File: src/rtl/sat_engine_unloader.sv
// Read-back controller for one sat_engine bin: snapshots var/level states on start,
// reads every clause row, then streams clauses, var states and level states out.
module sat_engine_unloader #(
    parameter int NUM_CLAUSES      = 8,
    parameter int NUM_VARS         = 8,
    parameter int NUM_LVLS         = 8,
    parameter int WIDTH_BIN_ID     = 10,
    parameter int WIDTH_VAR_STATES = 19,
    parameter int WIDTH_LVL_STATES = 11,
    parameter int WIDTH_IDX        = 4,
    parameter int WIDTH_DATA       = 19
) (
    input  logic                                 clk,
    input  logic                                 rst,
    input  logic                                 start_unload_i,
    input  logic [WIDTH_BIN_ID-1:0]              bin_id_i,
    output logic                                 busy_o,
    output logic                                 done_unload_o,
    output logic [NUM_CLAUSES-1:0]               rd_carray_o,
    input  logic [NUM_VARS*2-1:0]                clause_i,
    input  logic [WIDTH_VAR_STATES*NUM_VARS-1:0] vars_states_i,
    input  logic [WIDTH_LVL_STATES*NUM_LVLS-1:0] lvl_states_i,
    output logic                                 wr_valid_o,
    input  logic                                 wr_ready_i,
    output logic [1:0]                           wr_type_o,
    output logic [WIDTH_BIN_ID-1:0]              wr_bin_id_o,
    output logic [WIDTH_IDX-1:0]                 wr_index_o,
    output logic [WIDTH_DATA-1:0]                wr_data_o
);

    typedef enum logic [2:0] {
        S_IDLE, S_CREQ, S_CCAP, S_COUT, S_VOUT, S_LOUT, S_DONE
    } state_e;

    localparam logic [WIDTH_IDX-1:0] LAST_CLAUSE = WIDTH_IDX'(NUM_CLAUSES - 1);
    localparam logic [WIDTH_IDX-1:0] LAST_VAR    = WIDTH_IDX'(NUM_VARS - 1);
    localparam logic [WIDTH_IDX-1:0] LAST_LVL    = WIDTH_IDX'(NUM_LVLS - 1);

    state_e                                 state_q, state_d;
    logic [WIDTH_IDX-1:0]                   idx_q, idx_d;
    logic [WIDTH_BIN_ID-1:0]                binId_q, binId_d;
    logic [NUM_VARS*2-1:0]                  clause_q, clause_d;
    logic [WIDTH_VAR_STATES*NUM_VARS-1:0]   varsSnap_q, varsSnap_d;
    logic [WIDTH_LVL_STATES*NUM_LVLS-1:0]   lvlsSnap_q, lvlsSnap_d;
    logic [WIDTH_VAR_STATES-1:0]            varSel;
    logic [WIDTH_LVL_STATES-1:0]            lvlSel;
    logic                                   handshake;

    always_ff @(posedge clk or posedge rst) begin
        if (rst) begin
            state_q    <= S_IDLE;
            idx_q      <= '0;
            binId_q    <= '0;
            clause_q   <= '0;
            varsSnap_q <= '0;
            lvlsSnap_q <= '0;
        end else begin
            state_q    <= state_d;
            idx_q      <= idx_d;
            binId_q    <= binId_d;
            clause_q   <= clause_d;
            varsSnap_q <= varsSnap_d;
            lvlsSnap_q <= lvlsSnap_d;
        end
    end

    assign handshake = wr_valid_o & wr_ready_i;

    // One index counter is reused for clause rows, var entries and level entries.
    always_comb begin
        state_d    = state_q;
        idx_d      = idx_q;
        binId_d    = binId_q;
        clause_d   = clause_q;
        varsSnap_d = varsSnap_q;
        lvlsSnap_d = lvlsSnap_q;
        case (state_q)
            S_IDLE: begin
                if (start_unload_i) begin
                    binId_d    = bin_id_i;
                    varsSnap_d = vars_states_i;
                    lvlsSnap_d = lvl_states_i;
                    idx_d      = '0;
                    state_d    = S_CREQ;
                end
            end
            S_CREQ: state_d = S_CCAP;
            S_CCAP: begin
                clause_d = clause_i;
                state_d  = S_COUT;
            end
            S_COUT: begin
                if (handshake) begin
                    if (idx_q == LAST_CLAUSE) begin
                        idx_d   = '0;
                        state_d = S_VOUT;
                    end else begin
                        idx_d   = idx_q + 1'b1;
                        state_d = S_CREQ;
                    end
                end
            end
            S_VOUT: begin
                if (handshake) begin
                    if (idx_q == LAST_VAR) begin
                        idx_d   = '0;
                        state_d = S_LOUT;
                    end else begin
                        idx_d = idx_q + 1'b1;
                    end
                end
            end
            S_LOUT: begin
                if (handshake) begin
                    if (idx_q == LAST_LVL) begin
                        idx_d   = '0;
                        state_d = S_DONE;
                    end else begin
                        idx_d = idx_q + 1'b1;
                    end
                end
            end
            S_DONE:  state_d = S_IDLE;
            default: state_d = S_IDLE;
        endcase
    end

    always_comb begin
        varSel = '0;
        lvlSel = '0;
        for (int j = 0; j < NUM_VARS; j++) begin
            if (idx_q == WIDTH_IDX'(j)) varSel = varsSnap_q[j*WIDTH_VAR_STATES +: WIDTH_VAR_STATES];
        end
        for (int j = 0; j < NUM_LVLS; j++) begin
            if (idx_q == WIDTH_IDX'(j)) lvlSel = lvlsSnap_q[j*WIDTH_LVL_STATES +: WIDTH_LVL_STATES];
        end
    end

    // Outputs are decoded from registered state only, so they hold through a stall.
    always_comb begin
        busy_o        = (state_q != S_IDLE);
        done_unload_o = (state_q == S_DONE);
        rd_carray_o   = '0;
        wr_valid_o    = 1'b0;
        wr_type_o     = 2'd0;
        wr_data_o     = '0;
        case (state_q)
            S_CREQ: begin
                rd_carray_o = NUM_CLAUSES'(1) << idx_q;
                wr_data_o   = WIDTH_DATA'(clause_q);
            end
            S_CCAP: wr_data_o = WIDTH_DATA'(clause_q);
            S_COUT: begin
                wr_valid_o = 1'b1;
                wr_data_o  = WIDTH_DATA'(clause_q);
            end
            S_VOUT: begin
                wr_valid_o = 1'b1;
                wr_type_o  = 2'd1;
                wr_data_o  = WIDTH_DATA'(varSel);
            end
            S_LOUT: begin
                wr_valid_o = 1'b1;
                wr_type_o  = 2'd2;
                wr_data_o  = WIDTH_DATA'(lvlSel);
            end
            default: ;
        endcase
    end

    assign wr_bin_id_o = binId_q;
    assign wr_index_o  = idx_q;

endmodule

File: config.mk
export PLATFORM = sky130hd
export DESIGN_NAME = sat_engine_unloader
export DESIGN_NICKNAME = d
export VERILOG_FILES = /design/src/rtl/sat_engine_unloader.sv
export SDC_FILE = /design/constraint.sdc
export NUM_CORES = 1
export LEC_CHECK = 0
export ABC_AREA = 1
export BUFFER_PORTS_ARGS = -buffer_cell sky130_fd_sc_hd__buf_4
export CORE_AREA = 2 2 202 204
export CTS_BUF_LIST = sky130_fd_sc_hd__clkbuf_8
export CTS_CLUSTER_DIAMETER = 150
export CTS_CLUSTER_SIZE = 30
export DETAILED_ROUTE_END_ITERATION = 10
export DIE_AREA = 0 0 204 206
export GPL_TIMING_DRIVEN = 0
export PLACE_DENSITY = 0.62
export SLEW_MARGIN = 15
export SYNTH_ARGS = -nofsm -noshare
export SYNTH_HDL_FRONTEND = slang
export SYNTH_SLANG_ARGS = --single-unit
File: constraint.sdc
create_clock -name clk -period 17.44 [get_ports clk]
set_clock_uncertainty 0.2 [all_clocks]
set_input_delay 2.616 -clock clk [delete_from_list [all_inputs] [get_ports clk]]
set_output_delay 2.616 -clock clk [all_outputs]
set_load 0.01 [all_outputs]
==> impl_metrics.env <==
export IMPL_outcome="complete, no violations"
export IMPL_first_global_vias=12750
export IMPL_layout_overhead_on_the_synthesized_area_pct=23.93
export IMPL_cp_common_cell="nand2_1"
export IMPL_synth_sequential_area_ratio_pct=49.50
export IMPL_most_common_cell_after_layout_fill_and_taps_aside="nand2_1"
export IMPL_tightest_slew_ns=0.7499
export IMPL_critical_path_top_delay_family="buffers and inverters"
export IMPL_worst_setup_path_start_kind="register"
export IMPL_cts_repair_resize_count=0
export IMPL_die_width_microns=204
export IMPL_ys_top_cells_by_area="dfrtp_1, nand2_1, o21ai_0"
export IMPL_vias=12870
export IMPL_start_util_pct=34.34
export IMPL_layout_cells_most_common_list="nand2_1, buf_4, inv_1"
export IMPL_max_clock_freq_mhz=157.8
export IMPL_tritoncts_num_sinks=273
export IMPL_crit_chain="inv_1 > ha_1 > buf_2 > nand3_1 > inv_1 > clkbuf_1 > a21oi_1 > nand2_1 > nand2_1 > nand2_1 > nand3_1 > buf_4"
export IMPL_layout_cell_area_excl_fill_sq_um=17100
export IMPL_critical_path_arrival_ns=3.52
export IMPL_global_route_overflow_total=0
export IMPL_first_iter_violations=946
export IMPL_syn_avg_cell_area_sq_um=7.372
export IMPL_timing_worst_setup_path_type="reg2out"
export IMPL_post_synth_top_area_cell="dfrtp_1"
export IMPL_rows=74
export IMPL_timing_critical_path_slowest_stage_cell="clkbuf_1"
export IMPL_area_of_the_die_sq_um=42020
export IMPL_timing_max_slew_rel_slack_pct=49.86
export IMPL_cp_required_ns=14.62
export IMPL_postSynthCellCount=1872
export IMPL_clkSlewWorstSetupHoldPaths_ns=0.18
export IMPL_synth_warnings=0
export IMPL_grt_start_max_net_pins=107
export IMPL_post_cts_repair_setup_buffers=0
export IMPL_cts_made_buffers=13
export IMPL_final_max_slew_violation_count=0
export IMPL_port_buffers=315
export IMPL_power_density_nw_per_um2=155.4
export IMPL_grt_first_pass_wirelength_microns=71180
export IMPL_detail_route_first_pass_iterations=8
export IMPL_gpl_wtd_cong=0.9053
export IMPL_vias_per_cell=4.707
export IMPL_count_of_buffer_and_inverter_cells_on_the_critical_path=5
export IMPL_timing_max_cap_violations=0
export IMPL_post_synth_instance_area_sq_um=13800
export IMPL_ctsHtreeMaxLevel=1
export IMPL_dpl_hpwl_microns=37060
export IMPL_ant_nets=0
export IMPL_core_area_sq_um=40180
export IMPL_grt_antenna_before_repair=1
export IMPL_postSynthRegisterBits=273
export IMPL_synth_cell_type_count=25
export IMPL_period_share_pct=36.33
export IMPL_synth_top_area_share_pct=49.50
export IMPL_cts_hold_buffers_added=0
export IMPL_clock_root_buffer="clkbuf_8"
export IMPL_synth_fp_nets=2148
export IMPL_placedInstanceArea_sq_um=16890
export IMPL_insertion_delay_to_the_later_sink_of_the_worst_skew_pair_ns=0.57
export IMPL_cts_tree="done"
export IMPL_timing_setup_tns_ns=0
export IMPL_drc=0
export IMPL_finalNetCount=2480
export IMPL_setup_failing_eps_final=0
export IMPL_hold_violations=0
export IMPL_clk_path_buf_depth=3
export IMPL_die_height_microns=206
export IMPL_timing_final_crit_period_ns=6.336
export IMPL_ioPinCount=316
export IMPL_grt_setup_unrepaired="false"
export IMPL_crit_path_max_incr_delay_ns=0.50
export IMPL_p_leak_nw=8.995
export IMPL_routed_wire_length_per_instance_microns=17.26
export IMPL_share_of_layout_cells_above_drive_strength_1_pct=19.38
export IMPL_vdd_drop_max_uv=60.08
export IMPL_hold_crit_class="reg2reg"
export IMPL_routed_wl_microns=47210
export IMPL_end_kind="primary output"
export IMPL_crit_fanout=10
export IMPL_num_antenna_cells=0
export IMPL_grtUsageTotal_pct=22.23
-- per-stage QoR --
stage	util [%]	instances	setup slack, ns	hold slack, ns	total power [mW]
4_1_cts	42.56	2735	11.04	0.3001	2.678
3_5_place_dp	42.04	2721	11.72	0.2590	2.397
5_1_grt	42.56	2735	10.82	0.3165	2.898
6_report	42.56	2735	11.10	0.2954	2.658
3_3_place_gp	41.89	2719	3.908	0.2556	2.363
2_1_floorplan	-	1872	7.100	0.2367	1.855
-- layout make-up --
class | instances | area, sq um
fill | 4209 | 23080
sequential | 273 | 6832
multi-input combinational | 1189 | 5238
timing repair buffer | 317 | 2420
inverter | 302 | 1141
tap | 532 | 665.6
buffer | 108 | 598.1
clock buffer | 13 | 178.9
clock inverter | 1 | 30.03
-- kinds of logic after synthesis --
group	Yosys count	share of synthesized area [%]
multiplexers	16	1.306
AO/OA/AOI/OAI	338	12.30
flip-flops	273	49.50
AND/OR/NAND/NOR	828	23.74
buffers and inverters	410	12.55
adder cells (fa/ha/maj)	6	0.5440
XOR/XNOR	1	0.06347
-- registers in the layout (all words and copies together) (netlist names) --
register	count
wr_index_o	4
state_q	3
varsSnap_q	152
clause_q	16
wr_bin_id_o	10
lvlsSnap_q	88
-- routing by layer --
layer  GRT usage (%)  share of wire (%)  vias up
met5               0              0.028        -
met4           6.056                2.7        2
met3           3.469                6.3       62
met2           37.03                 47      396
met1           30.14                 44     6059
li1                -                  -     6354
-- Yosys cell counts --
master,count
nand2_1,674
inv_1,297
dfrtp_1,273
o21ai_0,268
nand3_1,101
a21oi_1,64
buf_4,39
nor2_1,39
clkbuf_1,36
buf_2,25
mux2_2,16
buf_1,6
ha_1,6
inv_2,5
nand2_2,5
nand4_1,3
nor3_1,3
o21ai_1,3
buf_6,2
nor2_4,2
nor2_2,1
o211ai_1,1
o22ai_1,1
o31ai_1,1
xor2_1,1
-- worst register-to-register path: cells and delay by family, from the launching register on --
kind	cells	cell delay (ns)
AND/OR/NAND/NOR	2	0.70
buffers and inverters	2	0.48
flip-flops	1	0.47
adder cells (fa/ha/maj)	1	0.27
AO/OA/AOI/OAI	2	0.16
-- path summary, 6_finish.rpt --
| check | startpoint | to | slack (ns) | cells past startpoint |
|---|---|---|---|---|
| max | wr_index_o[0]$_DFFE_PP0P_ | wr_data_o[2] | 11.10 | 12 |
| min | lvlsSnap_q[22]$_DFFE_PP0P_ | lvlsSnap_q[22]$_DFFE_PP0P_ | 0.30 | 2 |
| max reg2reg | wr_index_o[1]$_DFFE_PP0P_ | state_q[0]$_DFFE_PP0P_ | 15.06 | 7 |
| min reg2reg | lvlsSnap_q[22]$_DFFE_PP0P_ | lvlsSnap_q[22]$_DFFE_PP0P_ | 0.30 | 2 |
| max in group asynchronous | rst | lvlsSnap_q[43]$_DFFE_PP0P_ | 14.10 | 3 |
| min in group asynchronous | rst | varsSnap_q[33]$_DFFE_PP0P_ | 1.91 | 2 |
-- report_power, final --
group	switching [mW]	total (mW)	leakage (nW)	internal (mW)
Clock	0.207	0.279	0.105	0.0722
Combinational	0.880	1.33	5.54	0.451
Sequential	0.116	1.05	3.35	0.933
Total	1.20	2.66	9.00	1.46
Note: power is estimated with default switching activity, not from simulation.
